$ cat src/rtl/npc_pkg.sv
// Shared next-PC opcode encodings and default address map for the fetch stage and control decoder.
package npc_pkg;

   typedef logic [2:0] npc_op_t;

   localparam npc_op_t NOP_SEQ = 3'b000;
   localparam npc_op_t BR      = 3'b001;
   localparam npc_op_t J       = 3'b010;
   localparam npc_op_t JR      = 3'b011;
   localparam npc_op_t JAL     = 3'b101;
   localparam npc_op_t JALR    = 3'b111;

   localparam logic [31:0] RESET_PC_DEF = 32'h0000_3000;
   localparam logic [31:0] EXC_VEC_DEF  = 32'h0000_4180;
   localparam logic [31:0] IM_BASE_DEF  = 32'h0000_3000;
   localparam int          IM_WORDS_DEF = 4096;

endpackage

$ cat src/rtl/npc_sel.sv
// Combinational next-PC mux: sequential, taken branch, j/jal region jump, jr/jalr register target.
// Zero latency, no state; reserved opcodes fall back to sequential fetch.
module npc_sel
   import npc_pkg::*;
#(
   parameter int PC_W = 32
) (
   input  logic [2:0]      d_npc_op,
   input  logic            d_cmp,
   input  logic [25:0]     d_imm26,
   input  logic [PC_W-1:0] d_pc,
   input  logic [PC_W-1:0] d_rs,
   input  logic [PC_W-1:0] f_pc,
   output logic [PC_W-1:0] npc
);

   logic [PC_W-1:0] seq_pc;
   logic [PC_W-1:0] br_off;
   logic [PC_W-1:0] br_pc;
   logic [PC_W-1:0] jmp_pc;

   assign seq_pc = f_pc + PC_W'(4);
   // Word offset: imm16 shifted left two and sign-extended from bit 17.
   assign br_off = {{(PC_W-18){d_imm26[15]}}, d_imm26[15:0], 2'b00};
   assign br_pc  = d_pc + PC_W'(4) + br_off;
   assign jmp_pc = {d_pc[PC_W-1:28], d_imm26, 2'b00};

   always_comb begin
      npc = seq_pc;
      case (d_npc_op)
         BR:       npc = d_cmp ? br_pc : seq_pc;
         J, JAL:   npc = jmp_pc;
         JR, JALR: npc = d_rs;
         default:  npc = seq_pc;
      endcase
   end

endmodule

$ cat src/rtl/npc_pc_unit.sv
// Fetch PC register: exception/eret redirect > stall hold > npc, with one-cycle registered flush (NPC_EXC_EN enables exc/eret, f_adel, f_flush).
// f_pc updates one cycle after selection; stall freezes it unless an exception redirects.
module npc_pc_unit
   import npc_pkg::*;
#(
   parameter int              PC_W     = 32,
   parameter logic [PC_W-1:0] RESET_PC = RESET_PC_DEF,
   parameter logic [PC_W-1:0] EXC_VEC  = EXC_VEC_DEF,
   parameter logic [PC_W-1:0] IM_BASE  = IM_BASE_DEF,
   parameter int              IM_WORDS = IM_WORDS_DEF
) (
   input  logic            clk,
   input  logic            reset,
   input  logic            stall,
   input  logic [2:0]      d_npc_op,
   input  logic            d_cmp,
   input  logic [25:0]     d_imm26,
   input  logic [PC_W-1:0] d_pc,
   input  logic [PC_W-1:0] d_rs,
   input  logic            exc_req,
   input  logic            eret_req,
   input  logic [PC_W-1:0] epc,
   output logic [PC_W-1:0] f_pc,
   output logic            f_adel,
   output logic            f_bd,
   output logic            f_flush
);

   logic [PC_W-1:0] f_pc_q;
   logic [PC_W-1:0] f_pc_d;
   logic [PC_W-1:0] npc;

   npc_sel #(.PC_W(PC_W)) u_npc_sel (
      .d_npc_op (d_npc_op),
      .d_cmp    (d_cmp),
      .d_imm26  (d_imm26),
      .d_pc     (d_pc),
      .d_rs     (d_rs),
      .f_pc     (f_pc_q),
      .npc      (npc)
   );

   assign f_pc = f_pc_q;
   assign f_bd = (d_npc_op != NOP_SEQ);

`ifdef NPC_EXC_EN
   localparam logic [PC_W-1:0] IM_SPAN = PC_W'(4 * IM_WORDS - 4);
   localparam logic [PC_W-1:0] IM_LAST = IM_BASE + IM_SPAN;

   logic f_flush_q;
   logic f_flush_d;

   // Exception beats stall; eret waits for the stall to clear since it has no delay slot.
   always_comb begin
      f_pc_d    = f_pc_q;
      f_flush_d = 1'b0;
      if (exc_req) begin
         f_pc_d    = EXC_VEC;
         f_flush_d = 1'b1;
      end else if (eret_req && !stall) begin
         f_pc_d    = epc;
         f_flush_d = 1'b1;
      end else if (!stall) begin
         f_pc_d    = npc;
      end
   end

   always_ff @(posedge clk) begin
      if (reset) begin
         f_pc_q    <= RESET_PC;
         f_flush_q <= 1'b0;
      end else begin
         f_pc_q    <= f_pc_d;
         f_flush_q <= f_flush_d;
      end
   end

   assign f_flush = f_flush_q;
   assign f_adel  = (f_pc_q[1:0] != 2'b00) || (f_pc_q < IM_BASE) || (f_pc_q > IM_LAST);
`else
   logic unused_exc;
   assign unused_exc = &{1'b0, exc_req, eret_req, epc};

   always_comb begin
      f_pc_d = f_pc_q;
      if (!stall) f_pc_d = npc;
   end

   always_ff @(posedge clk) begin
      if (reset) f_pc_q <= RESET_PC;
      else       f_pc_q <= f_pc_d;
   end

   assign f_flush = 1'b0;
   assign f_adel  = 1'b0;
`endif

endmodule

$ cat config.mk
export PLATFORM = sky130hd
export DESIGN_NAME = npc_pc_unit
export DESIGN_NICKNAME = d
export VERILOG_FILES = /design/src/rtl/npc_pkg.sv /design/src/rtl/npc_sel.sv /design/src/rtl/npc_pc_unit.sv
export SDC_FILE = /design/constraint.sdc
export NUM_CORES = 1
export LEC_CHECK = 0
export ABC_AREA = 1
export BUFFER_PORTS_ARGS = -buffer_cell sky130_fd_sc_hd__buf_4
export CAP_MARGIN = 40
export CORE_ASPECT_RATIO = 0.75
export CORE_MARGIN = 2
export CORE_UTILIZATION = 25
export DETAILED_ROUTE_END_ITERATION = 8
export PLACE_DENSITY = 0.53
export SYNTH_ARGS = -nofsm -noshare
export SYNTH_HDL_FRONTEND = slang
export SYNTH_SLANG_ARGS = --single-unit
$ cat constraint.sdc
create_clock -name clk -period 2.3 [get_ports clk]
set_clock_uncertainty 0.05 [all_clocks]
set_input_delay 0.115 -clock clk [delete_from_list [all_inputs] [get_ports clk]]
set_output_delay 0.115 -clock clk [all_outputs]
set_load 0.02 [all_outputs]
==> load_flow_metrics.sql <==
INSERT INTO impl_metrics (metric_group, metric, value, unit) VALUES
('outcome', 'result_of_the_run', 'finished, final reports clean', ''),
('sta', 'fmaxAchievable', '474', 'MHz'),
('finish', 'diodes', '0', ''),
('sta', 'final_max_slew_viol_count', '0', ''),
('sta', 'timing.max_slew.rel_slack', '65.8', '%'),
('grt', 'wire_length_of_the_first_global_routing_pass', '32.1', 'mm'),
('grt', 'grt_start_max_net_pins', '29', ''),
('finish', 'final_nets', '1265', ''),
('clock_network', 'cts.reportedPaths.clkPinSlew', '60', 'ps'),
('placement', 'detailed_place_hpwl', '17.6', 'mm'),
('power_and_ir_drop', 'vdd.ir_drop.worst', '0.000230', 'V'),
('sta', 'final.setup.tns', '0', 'ps'),
('placement', 'portBuffers', '129', ''),
('sta', 'fraction_of_the_cycle_the_final_worst_path_needs', '91.8', '%'),
('grt', 'all_layer_gr_usage', '18.9', '%'),
('routing', 'drc', '0', ''),
('sta', 'grt_setup_unrepaired', 'no', ''),
('routing', 'avgViaCountPerCell', '4.81', ''),
('floorplanning', 'rows', '45', ''),
('synth', 'synth.distinct_cells', '41', ''),
('worst_setup_path', 'critical_path_class', 'in -> reg', ''),
('finish', 'post_route_cells_drive_above_1_share', '22.6', '%'),
('clock_network', 'clock_tree.htree_level_count', '2', ''),
('finish', 'area_growth_syn_to_layout', '35.3', '%'),
('clock_network', 'cts_num_sinks', '32', ''),
('placement', 'dp_worst_setup_slack', '-100', 'ps'),
('min_path', 'worstHoldStart', 'd_pc[0]', ''),
('floorplanning', 'total_core_area', '20300', 'µm²'),
('worst_setup_path', 'crit_path_start', 'd_imm26[1]', ''),
('power_and_ir_drop', 'power_density', '410', 'nW/µm²'),
('min_path', 'timing.hold.worst.class', 'in -> reg', ''),
('synth', 'synth-warning-count', '0', ''),
('synth', 'mappedNetlistArea', '5190', 'µm²'),
('worst_setup_path', 'crit_path_start_kind', 'input pin', ''),
('routing', 'totalWireLength', '20.8', 'mm'),
('flow_run', 'max_cap_violations', '0', ''),
('clock_network', 'tritoncts', 'built', ''),
('sta', 'fin_ws', '189', 'ps'),
('floorplanning', 'die_h', '129', 'µm'),
('worst_setup_path', 'worst_setup_path_end_kind', 'register', ''),
('floorplanning', 'starting_density', '25.6', '%'),
('synth', 'netlist_instances', '895', ''),
('sta', 'tightestPinTransition', '512', 'ps'),
('worst_setup_path', 'critical_path.reg2reg.endpoint', 'f_pc[14]', ''),
('sta', 'setup_viol', '0', ''),
('worst_setup_path', 'r2r_start', 'f_pc[2]', ''),
('finish', 'postLayoutCellArea', '7020', 'µm²'),
('grt', 'via_count_of_the_first_global_routing_pass', '5943', ''),
('routing', 'dr.pass1.iters', '7', ''),
('finish', 'top_library_cells_by_usage_in_the_layout_fill_and_taps_aside', 'nand2_1, buf_4, inv_1', ''),
('sta', 'timing.final.crit_period', '2110', 'ps'),
('clock_network', 'cts_buffers', '5', ''),
('worst_setup_path', 'reg2reg_setup_slack', '220', 'ps'),
('routing', 'detailedRoute.firstIterationViolations', '487', ''),
('placement', 'placement.cell_area', '6860', 'µm²'),
('min_path', 'hold_path_end', 'f_pc[0]', ''),
('clock_network', 'worstSkewPairLatency', '290', 'ps'),
('routing', 'final_antenna_net_count', '0', ''),
('routing', 'wl_per_cell', '15.6', 'µm'),
('worst_setup_path', 'worst-path-max-fanout', '4', ''),
('routing', 'via_count', '6412', ''),
('synth', 'postSynthAreaPerCell', '5.80', 'µm²'),
('clock_network', 'cts_buffer_depth', '2', ''),
('power_and_ir_drop', 'p_leak', '0.00374', 'µW'),
('clock_network', 'root_buffer_master', 'clkbuf_16', ''),
('synth', 'yosys_register_bits', '32', ''),
('floorplanning', 'die_x', '170', 'µm'),
('finish', 'finalNonFillerCells', '1334', ''),
('floorplanning', 'dieArea', '21900', 'µm²'),
('synth', 'synth_seq_area_share', '12.3', '%'),
('sta', 'final_hold_violation_count', '0', ''),
('grt', 'antenna_violations_before_repair', '0', ''),
('worst_setup_path', 'reg2reg_depth', '12', ''),
('floorplanning', 'ioPinCount', '166', ''),
('grt', 'gr-total-overflow', '0', ''),
('worst_setup_path', 'worst_ep_required_time', '2440', 'ps'),
('placement', 'dpl.cell_count', '1326', ''),
('finish', 'largest_register_ff_count', '32', ''),
('placement', 'globalplace.congestion', '0.932', ''),
('min_path', 'whs_path_depth', '3', ''),
('finish', 'layout.cells.most_common', 'nand2_1', ''),
('worst_setup_path', 'crit_arrival', '2250', 'ps');
worst max path at each step:
stage | endpoint | slack [ps] | depth (start not counted)
after floorplan | f_pc[31] | 240 | 18
after global placement | f_pc[24] | -70 | 15
after detailed placement | f_pc[31] | -100 | 19
after CTS | f_pc[31] | 180 | 19
after global routing | f_pc[25] | 3 | 15
final | f_pc[31] | 190 | 19
per-stage QoR:
stage               total power (µW)  hold WS (ps)  utilization [%]
CTS                             2890          14.7             34.6
global route                    3100          41.6             34.6
floorplan                       1520           220                -
detailed placement              2170           317             33.8
global placement                2170           318             33.8
finish                          2880          21.3             34.6
timing repair:
item | in CTS | in global routing
endpoints found under the setup margin | 0 | 2
setup buffers | 0 | 0
gates resized for setup | 0 | 3
hold endpoints to repair | 0 | 0
hold buffers | 0 | 0
logic make-up (layout without fill, tap and decap cells):
| group | after synthesis | after routing | synth area share [%] |
|---|---|---|---|
| compound gates | 151 | 151 | 17.4 |
| xor+xnor | 13 | 13 | 2.19 |
| simple gates | 474 | 474 | 41.1 |
| buf+inv | 165 | 345 | 12.4 |
| fa+ha+maj | 59 | 59 | 14.4 |
| other cells | 1 | 2 | 0.0723 |
| flops | 32 | 32 | 12.3 |
worst max-delay path, cell delays in order:
cell	delay [ps]
buf_4	120
ha_1	270
ha_1	180
inv_1	80
fa_1	390
inv_1	90
nand3_1	80
nand2_2	130
nand2_1	60
nand3_1	130
nand2_1	70
nand2_1	120
nand2_1	80
nand2_1	70
nand2_1	50
nand3_1	70
nand3_1	60
nand2_1	60
inv_1	30
per-layer routing:
metal,up-vias,track usage (%),wire length [µm]
met5,-,0,0
met4,0,2.77,279
met3,12,3.57,1600
met2,211,27.1,8000
met1,2884,29.4,10900
li1,3305,-,-
Yosys cell counts:
master	instances	area, µm²
or2_2	4	25.0
a221oi_1	4	35.0
conb_1	1	3.75
nand2_4	2	22.5
o211ai_1	3	22.5
a41oi_1	2	17.5
a22o_1	19	166
buf_4	2	15.0
clkbuf_1	7	26.3
nand2_1	244	916
nor2_2	5	31.3
nor3_1	16	80.1
o21ai_0	40	200
nand3b_1	7	52.6
inv_1	142	533
inv_2	3	11.3
fa_1	1	20.0
a21oi_2	3	26.3
o31ai_1	1	7.51
ha_1	58	726
o21ai_4	2	32.5
o21bai_1	2	15.0
or2_0	2	12.5
nor2_8	1	20.0
or2_1	1	6.26
xnor2_1	4	35.0
o21ai_1	5	25.0
nand2_2	11	68.8
nand3_1	82	410
buf_6	1	11.3
nand4_1	20	125
nand3_2	1	10.0
nor2_4	4	45.0
nor2_1	69	259
a21oi_1	65	325
buf_2	9	45.0
buf_1	1	3.75
dfxtp_1	32	641
a31oi_1	5	31.3
nor3_2	5	50.1
xor2_1	9	78.8
layout make-up:
class	count	area [µm²]
inverters	145	544
clock buffers	6	139
flip-flops and latches	32	641
well taps	258	323
multi-input cells	699	3920
clock inverters	2	15.0
repair buffers	192	1440
fillers	2305	13200
power by group:
part / switching (µW) / internal [µW] / total (µW)
sequential: 66.5 / 601 / 668
clock: 278 / 431 / 709
combinational: 861 / 643 / 1500
(Power assumes the default switching activity.)
